File: config.mk
export PLATFORM = sky130hd
export DESIGN_NAME = mem_req_ctrl
export DESIGN_NICKNAME = d
export VERILOG_FILES = /design/src/rtl/mem_req_ctrl.sv
export SDC_FILE = /design/constraint.sdc
export NUM_CORES = 1
export LEC_CHECK = 0
export BUFFER_PORTS_ARGS = -buffer_cell sky130_fd_sc_hd__buf_2
export CAP_MARGIN = 25
export CORE_ASPECT_RATIO = 0.9
export CORE_MARGIN = 4
export CORE_UTILIZATION = 58
export CTS_BUF_LIST = sky130_fd_sc_hd__clkbuf_4
export DETAILED_ROUTE_END_ITERATION = 8
export PLACE_DENSITY = 0.81
export SYNTH_ARGS = -nofsm -noshare
export SYNTH_HDL_FRONTEND = slang
export SYNTH_SLANG_ARGS = --single-unit
File: constraint.sdc
create_clock -name clk -period 2.5 [get_ports clk]
set_input_delay 0 -clock clk [delete_from_list [all_inputs] [get_ports clk]]
set_output_delay 0 -clock clk [all_outputs]
set_load 0.05 [all_outputs]
File: src/rtl/mem_req_ctrl.sv
// Request sequencer in front of a synchronous memory: queues read/write commands,
// issues each as a one-cycle enable pulse, and returns read data over valid/ready.
module mem_req_ctrl #(
  parameter int DEPTH = 4,
  parameter int AW    = 8,
  parameter int DW    = 8
) (
  input  logic          clk,
  input  logic          rst,
  input  logic          req_valid,
  output logic          req_ready,
  input  logic          req_rw,
  input  logic [AW-1:0] req_addr,
  input  logic [DW-1:0] req_wdata,
  output logic          rsp_valid,
  input  logic          rsp_ready,
  output logic [AW-1:0] rsp_addr,
  output logic [DW-1:0] rsp_rdata,
  output logic          mem_en,
  output logic          mem_rw,
  output logic [AW-1:0] mem_addr,
  output logic [DW-1:0] mem_wdata,
  input  logic [DW-1:0] mem_rdata,
  output logic          busy
);

  localparam int PW = $clog2(DEPTH);
  localparam int EW = 1 + AW + DW;

  localparam logic [1:0] IDLE  = 2'd0;
  localparam logic [1:0] ISSUE = 2'd1;
  localparam logic [1:0] WAIT  = 2'd2;
  localparam logic [1:0] RESP  = 2'd3;

  logic [1:0]    state;
  logic [EW-1:0] fifo [DEPTH];
  logic [PW-1:0] wptr;
  logic [PW-1:0] rptr;
  logic [PW:0]   count;
  logic          full;
  logic          empty;
  logic          push;
  logic          pop;

  assign full  = (count == (PW+1)'(DEPTH));
  assign empty = (count == '0);
  // Ready is forced low while reset is held so every output reads 0 during reset.
  assign req_ready = !rst && !full;
  assign push      = req_valid && req_ready;
  assign pop       = (state == IDLE) && !empty;
  assign busy      = (state != IDLE) || !empty;

  always_ff @(posedge clk) begin
    if (push) fifo[wptr] <= {req_rw, req_addr, req_wdata};
  end

  always_ff @(posedge clk or posedge rst) begin
    if (rst) begin
      wptr  <= '0;
      rptr  <= '0;
      count <= '0;
    end else begin
      if (push) wptr <= wptr + PW'(1);
      if (pop)  rptr <= rptr + PW'(1);
      case ({push, pop})
        2'b10:   count <= count + (PW+1)'(1);
        2'b01:   count <= count - (PW+1)'(1);
        default: count <= count;
      endcase
    end
  end

  // The mem_* registers double as the command register: loaded on pop, held afterwards.
  always_ff @(posedge clk or posedge rst) begin
    if (rst) begin
      state     <= IDLE;
      mem_en    <= 1'b0;
      mem_rw    <= 1'b0;
      mem_addr  <= '0;
      mem_wdata <= '0;
      rsp_valid <= 1'b0;
      rsp_addr  <= '0;
      rsp_rdata <= '0;
    end else begin
      mem_en <= 1'b0;
      case (state)
        IDLE: begin
          if (!empty) begin
            {mem_rw, mem_addr, mem_wdata} <= fifo[rptr];
            mem_en <= 1'b1;
            state  <= ISSUE;
          end
        end
        ISSUE: state <= mem_rw ? IDLE : WAIT;
        WAIT: begin
          rsp_rdata <= mem_rdata;
          rsp_addr  <= mem_addr;
          rsp_valid <= 1'b1;
          state     <= RESP;
        end
        RESP: begin
          if (rsp_ready) begin
            rsp_valid <= 1'b0;
            state     <= IDLE;
          end
        end
        default: state <= IDLE;
      endcase
    end
  end

endmodule

==> report_table.html, run 1 <==
<table>
<tr><th>Metric</th><th>Value</th></tr>
<tr><th colspan="2">Yosys</th></tr>
<tr><td>Sequential element share of the synthesized area</td><td>0.729</td></tr>
<tr><td>Fraction of post-synthesis cell area in the top cell type by area</td><td>0.474</td></tr>
<tr><td>Synthesized net count</td><td>roughly 250</td></tr>
<tr><td>Dominant register cell in the synthesized netlist</td><td>sky130_fd_sc_hd__edfxtp_1</td></tr>
<tr><td>Summed instance area of the synthesized netlist</td><td>0.00431 mm^2</td></tr>
<tr><td>Post-synthesis cell type with the largest combined area</td><td>sky130_fd_sc_hd__edfxtp_1</td></tr>
<tr><td>Count of flip-flops with a built-in enable after synthesis</td><td>slightly below 70</td></tr>
<tr><td>Proportion of register bits with asynchronous set or reset after synthesis</td><td>0.393</td></tr>
<tr><td>Number of instances in the synthesized netlist</td><td>about 210</td></tr>
<tr><td>Post-synthesis register bit count</td><td>approximately 110</td></tr>
<tr><td>Cell variety after synth</td><td>27</td></tr>
<tr><td>Post-Synthesis Mean Instance Area</td><td>a little over 20 um^2</td></tr>
<tr><td>Leading cell type by number of instances after synthesis</td><td>sky130_fd_sc_hd__edfxtp_1</td></tr>
<tr><td>Synth top cells by count</td><td>68 x sky130_fd_sc_hd__edfxtp_1, 44 x sky130_fd_sc_hd__dfrtp_1, 34 x sky130_fd_sc_hd__mux2_2</td></tr>
<tr><td>Leading cell types by total area after synthesis</td><td>sky130_fd_sc_hd__edfxtp_1 47%, sky130_fd_sc_hd__dfrtp_1 26%, sky130_fd_sc_hd__mux2_2 8.9%</td></tr>
<tr><td>Number of synthesis warnings</td><td>0</td></tr>
<tr><th colspan="2">Route</th></tr>
<tr><td>Number of vias per cell</td><td>5.28</td></tr>
<tr><td>Initial DRC count</td><td>75</td></tr>
<tr><td>DR pass1 iterations</td><td>4</td></tr>
<tr><td>Total Wirelength</td><td>7.30 mm</td></tr>
<tr><td>Routed length per instance</td><td>roughly 17 um</td></tr>
<tr><td>Number of nets with antenna violations after routing</td><td>0</td></tr>
<tr><td>DRC errors left</td><td>0</td></tr>
<tr><td>Via Count</td><td>about 2200</td></tr>
<tr><th colspan="2">Timing</th></tr>
<tr><td>Endpoints failing hold</td><td>0</td></tr>
<tr><td>Final Slew Violations</td><td>0</td></tr>
<tr><td>Maximum operating frequency</td><td>roughly 0.49 GHz</td></tr>
<tr><td>Clock period minus final worst setup slack</td><td>between 2000 and 2500 ps</td></tr>
<tr><td>Crit path setup slack, layout</td><td>~470 ps</td></tr>
<tr><td>Remaining max-slew budget at the tightest pin</td><td>0.584</td></tr>
<tr><td>Setup Total Neg Slack</td><td>0 ps</td></tr>
<tr><td>Actual slew at the worst max-slew pin</td><td>approximately 620 ps</td></tr>
<tr><td>Final critical-path share of the clock period</td><td>0.811</td></tr>
<tr><td>Setup Viol. Count Final</td><td>0</td></tr>
<tr><td>Skew final</td><td>approximately 17 ps</td></tr>
<tr><td>Setup repair after global routing missed its margin</td><td>false</td></tr>
<tr><th colspan="2">Clocking</th></tr>
<tr><td>Clk Tree Root Cell</td><td>sky130_fd_sc_hd__clkbuf_4</td></tr>
<tr><td>Number of buffers inserted during clock tree synthesis</td><td>9</td></tr>
<tr><td>Clock-pin slew of the registers on the worst-case setup and hold paths</td><td>150 ps</td></tr>
<tr><td>Clk sinks</td><td>between 100 and 150</td></tr>
<tr><td>Number of buffers on the longest clock path</td><td>2</td></tr>
<tr><td>CTS H-tree lvls</td><td>3</td></tr>
<tr><td>Hold buffers post-CTS</td><td>28</td></tr>
<tr><td>Skew-Pair Late Insertion Delay</td><td>approximately 440 ps</td></tr>
<tr><td>Resized Gates After CTS</td><td>0</td></tr>
<tr><td>TritonCTS clock tree</td><td>done</td></tr>
<tr><td># Post-CTS Setup Buffers</td><td>0</td></tr>
<tr><th colspan="2">Finish</th></tr>
<tr><td>Area Growth Syn to Fin</td><td>20.3%</td></tr>
<tr><td>Number of non-filler instances in the completed layout</td><td>around 420</td></tr>
<tr><td>Fraction of final layout cells with drive strength greater than 1</td><td>0.417</td></tr>
<tr><td>Net count of the finished layout</td><td>roughly 360</td></tr>
<tr><td>Ant diodes</td><td>0</td></tr>
<tr><td>Layout fillers</td><td>between 400 and 500</td></tr>
<tr><th colspan="2">Floorplanning</th></tr>
<tr><td>Die Width</td><td>approximately 99 um</td></tr>
<tr><td>Number of primary I/O pins</td><td>66</td></tr>
<tr><td>Die Y</td><td>around 90 um</td></tr>
<tr><td>Initial standard-cell utilization of the core</td><td>0.603</td></tr>
<tr><td>Std cell rows</td><td>29</td></tr>
<tr><td>Area of the core region</td><td>between 0.007 and 0.008 mm^2</td></tr>
<tr><td>Die Outline Area</td><td>0.00888 mm^2</td></tr>
<tr><th colspan="2">Pwr</th></tr>
<tr><td>Internal power contribution</td><td>approximately 3700 uW</td></tr>
<tr><td>Power share of the clock group</td><td>0.122</td></tr>
<tr><td>Comb power frac</td><td>0.450</td></tr>
<tr><td>Flop pwr share</td><td>0.428</td></tr>
<tr><td>Pleak</td><td>around 0.0021 uW</td></tr>
<tr><td>Switching power as a share of total power</td><td>0.413</td></tr>
<tr><td>Largest voltage drop on the vdd net</td><td>0.765 mV</td></tr>
<tr><td>Pwr Density</td><td>1220 mW/mm^2</td></tr>
<tr><td>Sw power</td><td>~2600 uW</td></tr>
<tr><th colspan="2">Worst setup path</th></tr>
<tr><td>Worst Setup Path Type</td><td>flop to flop</td></tr>
<tr><td>Critical path arrival</td><td>~2400 ps</td></tr>
<tr><td>Type of origin of the critical path</td><td>flop</td></tr>
<tr><td>Maximum fanout encountered on the critical timing path</td><td>7</td></tr>
<tr><td>Critical path capture point type</td><td>flop</td></tr>
<tr><td>WP data required</td><td>between 2000 and 3000 ps</td></tr>
<tr><th colspan="2">Place</th></tr>
<tr><td>HPWL after detailed placement</td><td>approximately 4.6 mm</td></tr>
<tr><td>Final weighted congestion in routability-driven placement</td><td>~0.72</td></tr>
<tr><td>Number of buffer cells added on primary ports</td><td>65</td></tr>
<tr><td>DP Cell Count</td><td>around 370</td></tr>
<tr><td>Dpl ws</td><td>474 ps</td></tr>
<tr><th colspan="2">Flow run</th></tr>
<tr><td>Number of max-cap violations</td><td>0</td></tr>
<tr><th colspan="2">Outcome</th></tr>
<tr><td>Result of the run</td><td>finished, final reports clean</td></tr>
<tr><th colspan="2">Global route</th></tr>
<tr><td>Global-route wire length before repair</td><td>around 12 mm</td></tr>
<tr><td>Via count of the first global-routing pass</td><td>between 2000 and 2500</td></tr>
<tr><td>Maximum number of pins on one net before global-route repair</td><td>45</td></tr>
<tr><td>Total global-route track usage</td><td>0.177</td></tr>
<tr><td>Remaining global-route overflow</td><td>0</td></tr>
<tr><td>Number of antenna violations at the first check in global routing</td><td>0</td></tr>
<tr><th colspan="2">Hold path</th></tr>
<tr><td>Path type of the worst min-delay path</td><td>input pin to async pin</td></tr>
</table>
logic make-up (layout without fill, tap and decap cells):
group	after synthesis	count (layout)	synth area share
DFF	112	112	0.729
buffers and inverters	17	129	0.0212
AOI/OAI and AO/OA	6	6	0.0102
and+or+nand+nor	15	15	0.0206
xor gates and xnor gates	6	6	0.0122
muxes	52	52	0.188
adders and majority gates	6	6	0.0192
power groups by stage:
stage / clock, uW / sequential [uW] / combinational, uW
floorplan: 0 / 3740 / 1220
global placement: 0 / 2730 / 2780
detailed placement: 0 / 2760 / 2850
CTS: 803 / 2720 / 2880
global route: 885 / 2770 / 3030
finish: 772 / 2720 / 2850
worst max-delay path, stage by stage, from the launching register on:
cell                       delay, ps
sky130_fd_sc_hd__dfrtp_1         460
sky130_fd_sc_hd__nor2_1           90
sky130_fd_sc_hd__a211oi_2        460
sky130_fd_sc_hd__inv_1            90
sky130_fd_sc_hd__ha_1            230
sky130_fd_sc_hd__inv_1            70
sky130_fd_sc_hd__fa_1            410
sky130_fd_sc_hd__mux2i_1         140
metrics by stage:
step	hold slack (ps)	total power [uW]	instance area (um^2)	util
after global routing	75.7	6690	5190	0.726
after detailed placement	219	5610	4770	0.667
after floorplan	98.9	4960	4310	-
final	66.0	6340	5190	0.726
after global placement	212	5510	4770	0.667
after CTS	272	6400	5170	0.723
metal layers:
metal  global-route usage  share of wire  vias up  wire [um]
met1                0.230           0.41     1103       2990
met2                0.300           0.52       64       3810
met4               0.0466          0.011        0         80
li1                     -              -     1035          -
met5                    0              0        -          0
met3               0.0457          0.057       10        417
state kept, by name (all words and copies together), names as in the netlist, 2 cells and up, named ones only:
signal	count
mem_addr	8
rsp_rdata	8
rsp_addr	8
count	3
mem_wdata	8
wptr	2
rptr	2
fifo	68
area by class of cell:
class                      instances  area (um^2)  area share
clock inverter                     6         45.0     0.00868
multi-input combinational         85         1080       0.208
clock buffer                      10         75.1      0.0145
sequential                       112         3140       0.606
tap                               93          116      0.0224
inverter                          10         37.5     0.00724
timing repair buffer             103          693       0.134
worst paths after layout:
kind / start / endpoint / slack (ps) / cells past startpoint
setup reg to reg: count[0]$_DFFE_PP0P_ / count[1]$_DFFE_PP0P_ / 470 / 7
min in group clk: req_wdata[2] / fifo[3][2]$_DFFE_PP_ / 310 / 2
setup / recovery: count[0]$_DFFE_PP0P_ / count[1]$_DFFE_PP0P_ / 470 / 7
hold / removal: rst / count[1]$_DFFE_PP0P_ / 70 / 3
hold reg to reg: rsp_valid$_DFFE_PP0P_ / rsp_valid$_DFFE_PP0P_ / 510 / 1
max in group asynchronous: rst / rsp_addr[4]$_DFFE_PP0P_ / 1960 / 4
cells in the final DEF, fill, tap and decap left out, types with 2 or more instances in the layout:
cell	count
sky130_fd_sc_hd__inv_1	9
sky130_fd_sc_hd__buf_2	65
sky130_fd_sc_hd__dlygate4sd3_1	28
sky130_fd_sc_hd__mux2_2	34
sky130_fd_sc_hd__ha_1	5
sky130_fd_sc_hd__xnor2_1	4
sky130_fd_sc_hd__and2_1	4
sky130_fd_sc_hd__xor2_1	2
sky130_fd_sc_hd__clkinv_4	2
sky130_fd_sc_hd__a21oi_1	2
sky130_fd_sc_hd__edfxtp_1	68
sky130_fd_sc_hd__buf_4	9
sky130_fd_sc_hd__dfrtp_1	44
sky130_fd_sc_hd__mux4_2	8
sky130_fd_sc_hd__clkbuf_4	10
sky130_fd_sc_hd__nand2_1	2
sky130_fd_sc_hd__mux4_1	9
sky130_fd_sc_hd__nor2_1	3
No activity file was read; power rests on OpenSTA's default activity.
==> run 2: changes to the inputs <==
--- a/config.mk
+++ b/config.mk
@@ -9,10 +9,10 @@
 export CAP_MARGIN = 25
 export CORE_ASPECT_RATIO = 0.9
 export CORE_MARGIN = 4
-export CORE_UTILIZATION = 58
+export CORE_UTILIZATION = 53
 export CTS_BUF_LIST = sky130_fd_sc_hd__clkbuf_4
 export DETAILED_ROUTE_END_ITERATION = 8
-export PLACE_DENSITY = 0.81
+export PLACE_DENSITY = 0.78
 export SYNTH_ARGS = -nofsm -noshare
 export SYNTH_HDL_FRONTEND = slang
 export SYNTH_SLANG_ARGS = --single-unit
==> constraint.sdc (replaced) <==
create_clock -name clk -period 1.7 [get_ports clk]
set_input_delay 0 -clock clk [delete_from_list [all_inputs] [get_ports clk]]
set_output_delay 0 -clock clk [all_outputs]
set_load 0.05 [all_outputs]
==> report_table.html, run 2 (synthesis results as in run 1) <==
<table>
<tr><th>Metric</th><th>Value</th></tr>
<tr><th colspan="2">Outcome</th></tr>
<tr><td>Result of the run</td><td>complete, but fails checks</td></tr>
<tr><td>Violations in the final reports</td><td>setup timing</td></tr>
<tr><th colspan="2">Timing</th></tr>
<tr><td>Skew final</td><td>between 10 and 15 ps</td></tr>
<tr><td>Endpoints failing hold</td><td>0</td></tr>
<tr><td>Clock period minus final worst setup slack</td><td>~1800 ps</td></tr>
<tr><td>Setup repair after global routing missed its margin</td><td>true</td></tr>
<tr><td>Maximum operating frequency</td><td>0.553 GHz</td></tr>
<tr><td>Remaining max-slew budget at the tightest pin</td><td>0.627</td></tr>
<tr><td>Worst Hold Margin</td><td>around 69 ps</td></tr>
<tr><td>Final Slew Violations</td><td>0</td></tr>
<tr><td>Actual slew at the worst max-slew pin</td><td>roughly 560 ps</td></tr>
<tr><td>Crit path setup slack, layout</td><td>-107 ps</td></tr>
<tr><td>Setup Viol. Count Final</td><td>16</td></tr>
<tr><td>Final critical-path share of the clock period</td><td>1.06</td></tr>
<tr><th colspan="2">Route</th></tr>
<tr><td>Initial DRC count</td><td>90</td></tr>
<tr><td>Routed length per instance</td><td>approximately 17 um</td></tr>
<tr><td>DRC errors left</td><td>0</td></tr>
<tr><td>DR pass1 iterations</td><td>4</td></tr>
<tr><td>Number of nets with antenna violations after routing</td><td>0</td></tr>
<tr><td>Total Wirelength</td><td>7.17 mm</td></tr>
<tr><td>Number of vias per cell</td><td>approximately 5.3</td></tr>
<tr><td>Via Count</td><td>~2300</td></tr>
<tr><th colspan="2">Clocking</th></tr>
<tr><td>Number of buffers on the longest clock path</td><td>2</td></tr>
<tr><td>Clock-pin slew of the registers on the worst-case setup and hold paths</td><td>150 ps</td></tr>
<tr><td>CTS H-tree lvls</td><td>3</td></tr>
<tr><td>Skew-Pair Late Insertion Delay</td><td>roughly 440 ps</td></tr>
<tr><td>Clk Tree Root Cell</td><td>sky130_fd_sc_hd__clkbuf_4</td></tr>
<tr><td>TritonCTS clock tree</td><td>done</td></tr>
<tr><td>Number of buffers inserted during clock tree synthesis</td><td>9</td></tr>
<tr><td>Clk sinks</td><td>~110</td></tr>
<tr><th colspan="2">Finish</th></tr>
<tr><td>Ant diodes</td><td>0</td></tr>
<tr><td>Area of combinational cells with multiple inputs</td><td>0.00112 mm^2</td></tr>
<tr><td>Most frequent standard cell in the layout excluding fill and tap cells</td><td>sky130_fd_sc_hd__edfxtp_1</td></tr>
<tr><td>Layout fillers</td><td>500</td></tr>
<tr><td>Flip-flop count of the largest register after layout</td><td>68</td></tr>
<tr><td>Area Growth Syn to Fin</td><td>24.5%</td></tr>
<tr><td>Net count of the finished layout</td><td>between 300 and 400</td></tr>
<tr><td>Area occupied by registers</td><td>0.00314 mm^2</td></tr>
<tr><td>Fraction of final layout cells with drive strength greater than 1</td><td>0.472</td></tr>
<tr><td>Commonest cells after routing, fill and taps aside</td><td>68 x sky130_fd_sc_hd__edfxtp_1, 65 x sky130_fd_sc_hd__buf_2, 44 x sky130_fd_sc_hd__dfrtp_1, 34 x sky130_fd_sc_hd__mux2_2, 27 x sky130_fd_sc_hd__dlygate4sd3_1</td></tr>
<tr><td>Register name with the most flops</td><td>fifo</td></tr>
<tr><th colspan="2">Worst setup path</th></tr>
<tr><td>WP data required</td><td>~2000 ps</td></tr>
<tr><td>Type of origin of the critical path</td><td>flop</td></tr>
<tr><td>Slack of the worst reg-to-reg path</td><td>-110 ps</td></tr>
<tr><td>Critical path capture point type</td><td>flop</td></tr>
<tr><td>Critical path arrival</td><td>between 2000 and 2500 ps</td></tr>
<tr><td>Maximum fanout encountered on the critical timing path</td><td>3</td></tr>
<tr><td>Worst Setup Path Type</td><td>flop to flop</td></tr>
<tr><th colspan="2">Floorplanning</th></tr>
<tr><td>Die Width</td><td>103 um</td></tr>
<tr><td>Die Y</td><td>about 94 um</td></tr>
<tr><td>Std cell rows</td><td>30</td></tr>
<tr><td>Die Outline Area</td><td>0.00964 mm^2</td></tr>
<tr><td>Number of primary I/O pins</td><td>between 60 and 70</td></tr>
<tr><td>Area of the core region</td><td>0.00773 mm^2</td></tr>
<tr><td>Initial standard-cell utilization of the core</td><td>0.558</td></tr>
<tr><th colspan="2">Pwr</th></tr>
<tr><td>Pleak</td><td>roughly 0.0021 uW</td></tr>
<tr><td>Largest voltage drop on the vdd net</td><td>a little over 0.7 mV</td></tr>
<tr><td>Pwr Density</td><td>1790 mW/mm^2</td></tr>
<tr><th colspan="2">Flow run</th></tr>
<tr><td>Number of max-cap violations</td><td>0</td></tr>
<tr><th colspan="2">Place</th></tr>
<tr><td>HPWL after detailed placement</td><td>around 4.8 mm</td></tr>
<tr><td>Dpl ws</td><td>-107 ps</td></tr>
<tr><td>Number of buffer cells added on primary ports</td><td>65</td></tr>
<tr><td>Final weighted congestion in routability-driven placement</td><td>approximately 0.66</td></tr>
<tr><th colspan="2">Global route</th></tr>
<tr><td>Maximum number of pins on one net before global-route repair</td><td>between 40 and 50</td></tr>
<tr><td>Total global-route track usage</td><td>0.163</td></tr>
<tr><td>Number of antenna violations at the first check in global routing</td><td>0</td></tr>
<tr><td>Remaining global-route overflow</td><td>0</td></tr>
<tr><td>Global-route wire length before repair</td><td>approximately 12 mm</td></tr>
<tr><td>Via count of the first global-routing pass</td><td>roughly 2300</td></tr>
<tr><th colspan="2">Hold path</th></tr>
<tr><td>Path type of the worst min-delay path</td><td>input pin to flop</td></tr>
</table>
[run 2: changes by cell type in the layout (fill, tap and decap cells not counted), moves of 2 or more]
cell / before / now
sky130_fd_sc_hd__and2_1: 4 / 0
sky130_fd_sc_hd__buf_12: 1 / 5
sky130_fd_sc_hd__buf_4: 9 / 17
sky130_fd_sc_hd__inv_1: 9 / 7
sky130_fd_sc_hd__and2_2: 0 / 4
sky130_fd_sc_hd__nor2_1: 3 / 1
[run 2: final cells by class]
type	count	area share
Sequential cell	112	0.586
Multi-Input combinational cell	85	0.209
Timing Repair Buffer	114	0.153
Tap cell	96	0.0224
Clock buffer	10	0.0140
Clock inverter	6	0.00839
Inverter	10	0.00746
[run 2: metrics by stage]
stage	power [uW]	util	area, um^2	TNS (ps)	cells
5_1_grt	10200	0.694	5370	-1010	433
4_1_cts	9740	0.694	5360	-189	433
2_1_floorplan	7370	-	4350	-428	214
3_5_place_dp	8520	0.641	4950	-224	388
6_report	9630	0.694	5370	-321	433
3_3_place_gp	8380	0.641	4950	-105	388
[run 2: what timing repair did]
item | 4_1_cts | 5_1_grt
hold endpoints to repair | 124 | 0
pin swaps | 5 | 3
buffers inserted | 2 | 0
hold buffers | 27 | 0
setup endpoints to repair | 19 | 20
gates cloned | 0 | 0
gates resized for setup | 1 | 1
[run 2: path summary, 6_finish.rpt]
| check | startpoint | to | depth (start not counted) |
|---|---|---|---|
| setup / recovery | count[0]$_DFFE_PP0P_ | count[2]$_DFFE_PP0P_ | 9 |
| hold / removal | req_valid | wptr[0]$_DFFE_PP0P_ | 5 |
| setup reg to reg | count[0]$_DFFE_PP0P_ | count[2]$_DFFE_PP0P_ | 9 |
| hold reg to reg | rsp_valid$_DFFE_PP0P_ | rsp_valid$_DFFE_PP0P_ | 1 |
| max in group asynchronous | rst | mem_wdata[2]$_DFFE_PP0P_ | 4 |
| min in group asynchronous | rst | mem_en$_DFF_PP0_ | 4 |
[run 2: per-layer routing]
layer	GRT usage	vias up	routed length [um]
li1	-	1057	-
met4	0.0485	0	104
met1	0.207	1154	3120
met5	0	-	0
met2	0.271	55	3600
met3	0.0477	11	357
[run 2: worst max-delay path, stage by stage (launching register included)]
cell	delay (ps)
sky130_fd_sc_hd__dfrtp_1	440
sky130_fd_sc_hd__or3_4	440
sky130_fd_sc_hd__nand2_8	80
sky130_fd_sc_hd__inv_4	40
sky130_fd_sc_hd__ha_4	150
sky130_fd_sc_hd__inv_2	40
sky130_fd_sc_hd__fa_2	180
sky130_fd_sc_hd__xor2_1	130
sky130_fd_sc_hd__nor2_1	70
sky130_fd_sc_hd__xor2_1	130
[run 2: where the power goes]
| part | internal (uW) | leakage (uW) | switching (uW) |
|---|---|---|---|
| Combinational | 1760 | 0.000952 | 2770 |
| Clock | 324 | 0.0000606 | 803 |
| Sequential | 3620 | 0.00114 | 349 |
| Total | 5710 | 0.00215 | 3920 |
